## src/rtl/gray_pkg.sv

```systemverilog
// gray_pkg: shared Gray-code constants and bin/Gray conversion helpers
// Functions work on 16-bit vectors (the widest legal counter); callers
// zero-extend their operand and cast the result back to their own width.
package gray_pkg;
  localparam int GRAY_DEFAULT_WIDTH = 3;
  function automatic logic [15:0] bin_to_gray(input logic [15:0] b);
    return b ^ (b >> 1);
  endfunction
  function automatic logic [15:0] gray_to_bin(input logic [15:0] g);
    logic [15:0] b;
    b[15] = g[15];
    for (int i = 14; i >= 0; i--) b[i] = b[i+1] ^ g[i];
    return b;
  endfunction
endpackage

```

## src/rtl/gray2bin.sv

```systemverilog
// gray2bin: combinational Gray-to-binary converter
// Ports: gray (in, WIDTH) Gray-coded value; bin (out, WIDTH) binary value.
module gray2bin
  import gray_pkg::*;
#(
  parameter int WIDTH = GRAY_DEFAULT_WIDTH
) (
  input  logic [WIDTH-1:0] gray,
  output logic [WIDTH-1:0] bin
);
  assign bin = WIDTH'(gray_to_bin(16'(gray)));
endmodule

```

## src/rtl/gray_updn.sv

```systemverilog
// gray_updn: up/down Gray-code counter with load, clear and sticky wrap flags
// Ports: Clk, Reset_n (async active-low), En, Dir (1=up), Clr, Load,
//   Din (Gray load value) in; Output (registered Gray count), Overflow,
//   Underflow (sticky), Wrap (one-cycle pulse) out; Bin (binary count) out
//   only when GRAY_UPDN_BIN_OUT_EN is defined.
module gray_updn
  import gray_pkg::*;
#(
  parameter int WIDTH = GRAY_DEFAULT_WIDTH,
  parameter int INIT  = 0
) (
  input  logic             Clk,
  input  logic             Reset_n,
  input  logic             En,
  input  logic             Dir,
  input  logic             Clr,
  input  logic             Load,
  input  logic [WIDTH-1:0] Din,
  output logic [WIDTH-1:0] Output,
  output logic             Overflow,
  output logic             Underflow,
  output logic             Wrap
`ifdef GRAY_UPDN_BIN_OUT_EN
  ,
  output logic [WIDTH-1:0] Bin
`endif
);
  localparam logic [WIDTH-1:0] INIT_B = WIDTH'(INIT);
  localparam logic [WIDTH-1:0] INIT_G = WIDTH'(bin_to_gray(16'(INIT_B)));
  logic [WIDTH-1:0] b, nb, ld;
  logic up_wrap, dn_wrap, nwr, nov, nun;
  gray2bin #(.WIDTH(WIDTH)) u_g2b (.gray(Din), .bin(ld));
  // Clr and Load take priority over a step, so they also swallow any wrap.
  always_comb begin
    nb = Clr ? INIT_B : Load ? ld : En ? (Dir ? b + 1'b1 : b - 1'b1) : b;
    up_wrap = En & Dir & (&b);
    dn_wrap = En & ~Dir & ~(|b);
    nwr = ~Clr & ~Load & (up_wrap | dn_wrap);
    nov = ~Clr & (Overflow | (nwr & Dir));
    nun = ~Clr & (Underflow | (nwr & ~Dir));
  end
  // Output is registered from the next binary state so it never glitches.
  always_ff @(posedge Clk or negedge Reset_n)
    if (!Reset_n) begin
      b <= INIT_B;
      Output <= INIT_G;
      Overflow <= 1'b0;
      Underflow <= 1'b0;
      Wrap <= 1'b0;
    end else begin
      b <= nb;
      Output <= WIDTH'(bin_to_gray(16'(nb)));
      Overflow <= nov;
      Underflow <= nun;
      Wrap <= nwr;
    end
`ifdef GRAY_UPDN_BIN_OUT_EN
  assign Bin = b;
`endif
endmodule
```

## config.mk

```make
export PLATFORM = sky130hd
export DESIGN_NAME = gray_updn
export DESIGN_NICKNAME = d
export VERILOG_FILES = /design/src/rtl/gray_pkg.sv /design/src/rtl/gray2bin.sv /design/src/rtl/gray_updn.sv
export SDC_FILE = /design/constraint.sdc
export NUM_CORES = 1
export LEC_CHECK = 0
export CAP_MARGIN = 5
export CORE_MARGIN = 1
export CORE_UTILIZATION = 37
export CTS_CLUSTER_DIAMETER = 50
export DETAILED_ROUTE_END_ITERATION = 16
export GPL_ROUTABILITY_DRIVEN = 0
export HOLD_SLACK_MARGIN = 0.15
export MAX_ROUTING_LAYER = met4
export PLACE_DENSITY = 0.64
export SYNTH_ARGS = -nofsm -noshare
export SYNTH_HDL_FRONTEND = slang
export SYNTH_SLANG_ARGS = --single-unit
```

## constraint.sdc

```tcl
create_clock -name Clk -period 3 [get_ports Clk]
set_input_delay 0.75 -clock Clk [delete_from_list [all_inputs] [get_ports Clk]]
set_output_delay 0.75 -clock Clk [all_outputs]
set_load 0.02 [all_outputs]
```

==> flow_summary.yaml, run 1 <==
die:
  core_area_um2: 1301
  chipHeight_um: 39.46
  dieArea_um2: 1557
  boundaryPins: 15
  fp-row-count: 13
  starting_density_of_the_core_pct: 39.90
  dieWidth_um: 39.46
global_routing:
  grt_max_degree: 15
  via_count_of_the_first_global_routing_pass: 412
  antenna_violations_before_repair: 0
  grt_use_total_pct: 15.60
  wire_length_of_the_first_global_routing_pass_um: 1607
  grt.overflow.total: 0
yosys:
  syn-cell-area_um2: 519.2
  yosysTopAreaCell: "dfrtp_1"
  synthDominantCellAreaShare_pct: 38.55
  syn_inst: 55
  top_cells_by_area_in_the_synthesized_netlist: "dfrtp_1 (39%), a2111oi_4 (5.3%), xor2_1 (5.1%), nor2_1 (4.3%), fa_1 (3.9%)"
  yosys_register_bits: 8
  syn_nets: 65
  synthDistinctLibCells: 26
  synth_warnings: 0
  avgSynthCellArea_um2: 9.441
  ys_seq_area_share_pct: 38.55
sta:
  fin_skew_ps: 3.865
  timing.final.ws_setup_ps: 546.1
  setup-violations-final: 0
  totalNegativeSetupSlack_ps: 0
  final_min_period_over_clock_period_pct: 81.80
  report.final.hold_viol_count: 0
  max_freq_mhz: 407.5
  max_slew_margin_pct: 64.26
  timing_worst_slew_pin_value_ps: 534.5
  post-route-min-period_ps: 2454
  rsz0062_at_grt: "no"
  final.hold.worst_slack_ps: 498.3
  final-max-slew-violation-count: 0
route:
  avgRoutedWirePerCell_um: 11.77
  ant_nets: 0
  route.detailed.vias_per_inst: 5.277
  detail_route.drc_violations: 0
  number_of_design_rule_violations_left_by_the_first_detailed_router_iteration: 3
  routed_wirelength_um: 977
  vias: 438
  first_pass_iters: 4
clock_network:
  cts_setup_buffers: 0
  ctsRootBufferMaster: "clkbuf_4"
  cts_sinks: 8
  cts_repair_resize_count: 0
  clock_tree.buffer_depth: 2
  tritoncts: "yes"
  cts_hold_buf: 0
  tritoncts.num_buffers: 3
  insertion_delay_ps: 250
  cts.htree.levels: 1
  clock_pin_slew_of_the_registers_on_the_worst_case_setup_and_hold_paths_ps: 50
critical_path:
  critPathMaxFanout: 4
  r2r.worst_path.cells: 6
  setup_cp_type: "in -> reg"
  worstSetupStartpointType: "input pin"
  crit_path_end: "Output[0]$_DFF_PN0_"
  worstSetupStartpoint: "Dir"
  end_kind: "flop"
  cp_data_arrival_time_ps: 2620
  r2r_start: "b[0]$_DFF_PN0_"
  worst-endpoint-required_ps: 3170
  worst-r2r-setup-slack_ps: 1090
  r2r_end: "Output[0]$_DFF_PN0_"
cells_and_area:
  area_of_the_multi_input_gates_um2: 284.0
  fill_cells: 131
  antenna-diode-count: 0
  register_cell_area_after_layout_um2: 200.2
  layout.nets: 80
  finish.cell_count_without_fillers: 83
  final_cell_area_um2: 680.7
  layout-area-overhead-vs-synth_pct: 31.08
  drive_gt1_share_pct: 10.29
power:
  static-leakage-power_nw: 0.2709
  irDropWorstVdd_mv: 0.2288
  pwr_density_cell_nw_per_um2: 426.3
placed_design:
  post_dp_cell_area_um2: 658.1
  placed_cells: 80
  dpl.hpwl_um: 765.8
  placement.setup.worst_slack_ps: 312.2
  io_buf_count: 14
flow_run:
  timing.max_cap.violations: 0
hold_path:
  hp-class: "reg -> reg"
status:
  outcome: "finished clean"
-- worst min-delay path by stage --
stage | start | end | slack, ps | cells past startpoint
detailed placement | Overflow$_DFF_PN0_ | Overflow$_DFF_PN0_ | 490 | 2
global route | Underflow$_DFF_PN0_ | Underflow$_DFF_PN0_ | 550 | 1
finish | Overflow$_DFF_PN0_ | Overflow$_DFF_PN0_ | 500 | 2
floorplan | Reset_n | Output[0]$_DFF_PN0_ | 450 | 0
global placement | Overflow$_DFF_PN0_ | Overflow$_DFF_PN0_ | 480 | 2
CTS | Overflow$_DFF_PN0_ | Overflow$_DFF_PN0_ | 500 | 2
-- routing by layer --
layer	part of all wire [%]	track usage (%)	wire, um	vias to the layer above
met4	0	5.172	0	0
met2	47	25.00	459	10
li1	-	-	-	218
met1	50	18.21	491	210
met5	0	-	0	-
met3	2.6	5.114	25	0
-- stage by stage --
stage	total power, W	util [%]
final	0.0002902	52.31
after global routing	0.0003122	52.31
after CTS	0.0002953	52.31
after detailed placement	0.0002121	50.58
after global placement	0.0002117	50.58
after floorplan	0.0001804	-
-- flip-flops by register name, indices dropped and copies added, names as in the netlist --
signal and cells:
Output 3, b 2, Overflow 1, Underflow 1, Wrap 1
-- kinds of logic (layout without fill, tap and decap cells) --
kind of cell | after synthesis | in the layout | synth area share (%)
AO/OA/AOI/OAI | 11 | 11 | 18.31
XOR/XNOR | 5 | 5 | 8.435
adder cells (fa/ha/maj) | 1 | 1 | 3.856
buffers and inverters | 8 | 21 | 6.746
flip-flops | 8 | 8 | 38.55
AND/OR/NAND/NOR | 22 | 22 | 24.10
-- cells in the final DEF (no fill, tap or decap), types with 2 or more instances in the layout --
cell type        netlist  layout
nand2_1                3       3
xnor2_1                2       2
a21oi_1                2       2
clkbuf_4               0       3
nand3b_1               2       2
nor3_1                 3       3
inv_1                  4       4
a211oi_1               2       2
o21ai_0                2       2
clkdlybuf4s50_1        0      14
xor2_1                 3       3
nand4_1                3       3
nor2_1                 6       6
dfrtp_1                8       8
-- worst max-delay path: stages --
cell,delay (ps)
clkdlybuf4s50_1,550
fa_1,490
and2_4,190
or3_1,340
a21o_1,160
a21oi_1,130
-- cell usage after synthesis --
cell type  instances
a21boi_0           1
nand4b_1           1
nand4_1            3
o21ba_2            1
buf_2              1
a211oi_1           2
a2111oi_4          1
o21a_1             1
or4_4              1
or3_1              1
clkbuf_1           2
inv_1              4
dfrtp_1            8
and2_4             1
xnor2_1            2
xor2_1             3
nand2_1            3
nor3_1             3
fa_1               1
nor3b_1            1
nor2_1             6
nand3b_1           2
o21ai_0            2
a21o_1             1
a21oi_1            2
buf_4              1
-- final cells by class --
type / instances / share of cell area [%]
inverters: 4 / 2.206
clock buffers: 3 / 3.309
repair buffers: 14 / 20.59
well taps: 15 / 2.757
multi-input cells: 39 / 41.73
flip-flops and latches: 8 / 29.41
-- power breakdown --
| part | leakage, nW | switching, W | total [W] | internal, W |
|---|---|---|---|---|
| sequential | 0.106 | 0.00000623 | 0.000122 | 0.000116 |
| clock | 0.0138 | 0.0000344 | 0.0000801 | 0.0000456 |
| combinational | 0.151 | 0.0000448 | 0.0000880 | 0.0000431 |
Note: power is estimated with default switching activity, not from simulation.
==> run 2: changes to the inputs <==
Settings changed: PLACE_DENSITY 0.64 to 0.66.
Clock period 3 ns to 2.1 ns, I/O delays scaled along.
==> flow_summary.yaml, run 2 (synthesized netlist as in run 1, its figures left out) <==
status:
  outcome: "finished clean"
cells_and_area:
  layout-area-overhead-vs-synth_pct: 41.69
  drive_gt1_share_pct: 18.67
  most_frequent_cells_in_the_layout: "clkdlybuf4s50_1 (13), dfrtp_1 (8), buf_4 (7), nor2_1 (6), inv_1 (4)"
  antenna-diode-count: 0
  layout.nets: 87
  regMostFlops: "Output"
  largest_register_ff_count: 3
  reg.largest.list: "Output: 3 flops, b: 2 flops"
  most_common_cell_after_layout_fill_and_taps_aside: "clkdlybuf4s50_1"
  layout.core_utilization_pct: 56.54
power:
  sw_power_w: 0.0001304
  pwr_density_cell_nw_per_um2: 595.3
  share_seq_of_total_power_pct: 40.0
  power.share.clock_pct: 27.3
  switching_share_pct: 29.77
  irDropWorstVdd_mv: 0.3179
  comb_power_share_pct: 32.7
  static-leakage-power_nw: 0.3141
  cell_internal_pwr_w: 0.0003076
sta:
  max_freq_mhz: 537.0
  timing.final.ws_setup_ps: 237.7
  final-max-slew-violation-count: 0
  max_slew_margin_pct: 74.61
  setup-violations-final: 0
  post-route-min-period_ps: 1862
  rsz0062_at_grt: "no"
  fin_skew_ps: 3.473
  final_min_period_over_clock_period_pct: 88.68
  timing_worst_slew_pin_value_ps: 379.7
  report.final.hold_viol_count: 0
clock_network:
  cts_sinks: 8
  tritoncts: "yes"
  ctsRootBufferMaster: "clkbuf_4"
  clock_tree.buffer_depth: 2
  cts_hold_buf: 0
  tritoncts.num_buffers: 3
  cts.htree.levels: 1
  clock_pin_slew_of_the_registers_on_the_worst_case_setup_and_hold_paths_ps: 60
  insertion_delay_ps: 250
critical_path:
  critPathTopFamily: "simple AND/OR/NAND/NOR gates"
  cp_data_arrival_time_ps: 2040
  worstSetupStartpoint: "b[0]$_DFF_PN0_"
  r2r.worst_path.cells: 6
  worst-r2r-setup-slack_ps: 240
  worstSetupStartpointType: "flop"
  r2r_end: "Output[0]$_DFF_PN0_"
  critical_path.cell_chain: "inv_1, fa_1, and2_4, or3_1, a21o_1, a21oi_1"
  r2r_start: "b[0]$_DFF_PN0_"
  setup_cp_type: "reg -> reg"
  slowest_cell_on_crit_path: "fa_1"
  critPathMaxFanout: 4
  total_buffers_and_inverters_traversed_by_the_critical_path: 1
  end_kind: "flop"
  worst-endpoint-required_ps: 2280
  crit_path_max_incr_delay_ps: 500
flow_run:
  timing.max_cap.violations: 0
route:
  vias: 460
  number_of_design_rule_violations_left_by_the_first_detailed_router_iteration: 10
  first_pass_iters: 4
  ant_nets: 0
  avgRoutedWirePerCell_um: 11.57
  routed_wirelength_um: 1041
  detail_route.drc_violations: 0
  route.detailed.vias_per_inst: 5.111
placed_design:
  io_buf_count: 14
  placement.setup.worst_slack_ps: -266.9
  dpl.hpwl_um: 858.4
die:
  chipHeight_um: 39.46
  starting_density_of_the_core_pct: 39.90
  boundaryPins: 15
  fp-row-count: 13
  core_area_um2: 1301
  dieWidth_um: 39.46
  dieArea_um2: 1557
global_routing:
  grt.overflow.total: 0
  grt_use_total_pct: 16.30
  antenna_violations_before_repair: 0
  grt_max_degree: 10
  via_count_of_the_first_global_routing_pass: 412
  wire_length_of_the_first_global_routing_pass_um: 1683
hold_path:
  hp-class: "reg -> reg"
  timing.hold.worst_endpoint: "Overflow$_DFF_PN0_"
  hold_path_depth: 2
  worst_hold_startpoint: "Overflow$_DFF_PN0_"
-- run 2: cell count changes in the layout (fill, tap and decap cells not counted) --
| cell | delta |
|---|---|
| o21ai_1 | +1 |
| dlymetal6s2s_1 | +1 |
| buf_4 | +7 |
| o21ai_0 | -1 |
| clkdlybuf4s50_1 | -1 |
-- run 2: layout make-up --
| type | instances | area [um2] |
|---|---|---|
| Tap cell | 15 | 18.77 |
| Sequential cell | 8 | 200.2 |
| Fill cell | 132 | 565.5 |
| Multi-Input combinational cell | 39 | 284.0 |
| Timing Repair Buffer | 21 | 195.2 |
| Inverter | 4 | 15.01 |
| Clock buffer | 3 | 22.52 |
-- run 2: worst max path at each step --
stage | endpoint | slack (ps) | cells past startpoint
finish | Output[0]$_DFF_PN0_ | 240 | 6
global route | Output[0]$_DFF_PN0_ | 140 | 6
CTS | Output[0]$_DFF_PN0_ | 2 | 6
detailed placement | Output[0]$_DFF_PN0_ | -270 | 6
global placement | Output[0]$_DFF_PN0_ | -250 | 6
floorplan | Output[0]$_DFF_PN0_ | 260 | 5
-- run 2: layer usage --
| layer | share of wire (%) | wire length [um] | vias up | global-route usage, % |
|---|---|---|---|---|
| met5 | 0 | 0 | - | - |
| met4 | 0 | 0 | 0 | 5.172 |
| met3 | 3.7 | 38 | 0 | 3.409 |
| met2 | 46 | 479 | 12 | 25.41 |
| met1 | 50 | 523 | 218 | 20.89 |
| li1 | - | - | 230 | - |
-- run 2: power groups by stage --
stage | combinational [W] | clock, W | sequential (W)
4_1_cts | 0.000138 | 0.000123 | 0.000175
5_1_grt | 0.000158 | 0.000132 | 0.000177
3_3_place_gp | 0.000137 | 0 | 0.000178
6_report | 0.000143 | 0.000119 | 0.000175
2_1_floorplan | 0.0000747 | 0 | 0.000183
3_5_place_dp | 0.000137 | 0 | 0.000178
-- run 2: stage by stage --
step | area, um2 | total power (W) | setup TNS, ps | cells | hold slack (ps)
CTS | 725.7 | 0.0004361 | 0 | 89 | 502.6
floorplan | 519.2 | 0.0002577 | 0 | 55 | 229.4
global placement | 703.2 | 0.0003153 | -612.3 | 86 | 482.0
global route | 735.7 | 0.0004662 | 0 | 90 | 532.5
detailed placement | 703.2 | 0.0003150 | -640.6 | 86 | 490.8
finish | 735.7 | 0.0004380 | 0 | 90 | 497.4
-- run 2: timing repair --
item                                    in CTS  in global routing
resized for setup                            0                  2
endpoints found under the setup margin       0                  2
hold endpoints to repair                     0                  0
setup buffers                                0                  1
-- run 2: worst min-delay path, delay by kind of cell (launching register included) --
| kind | cells | cell delay, ps |
|---|---|---|
| DFF | 1 | 340 |
| and+or+nand+nor | 2 | 130 |
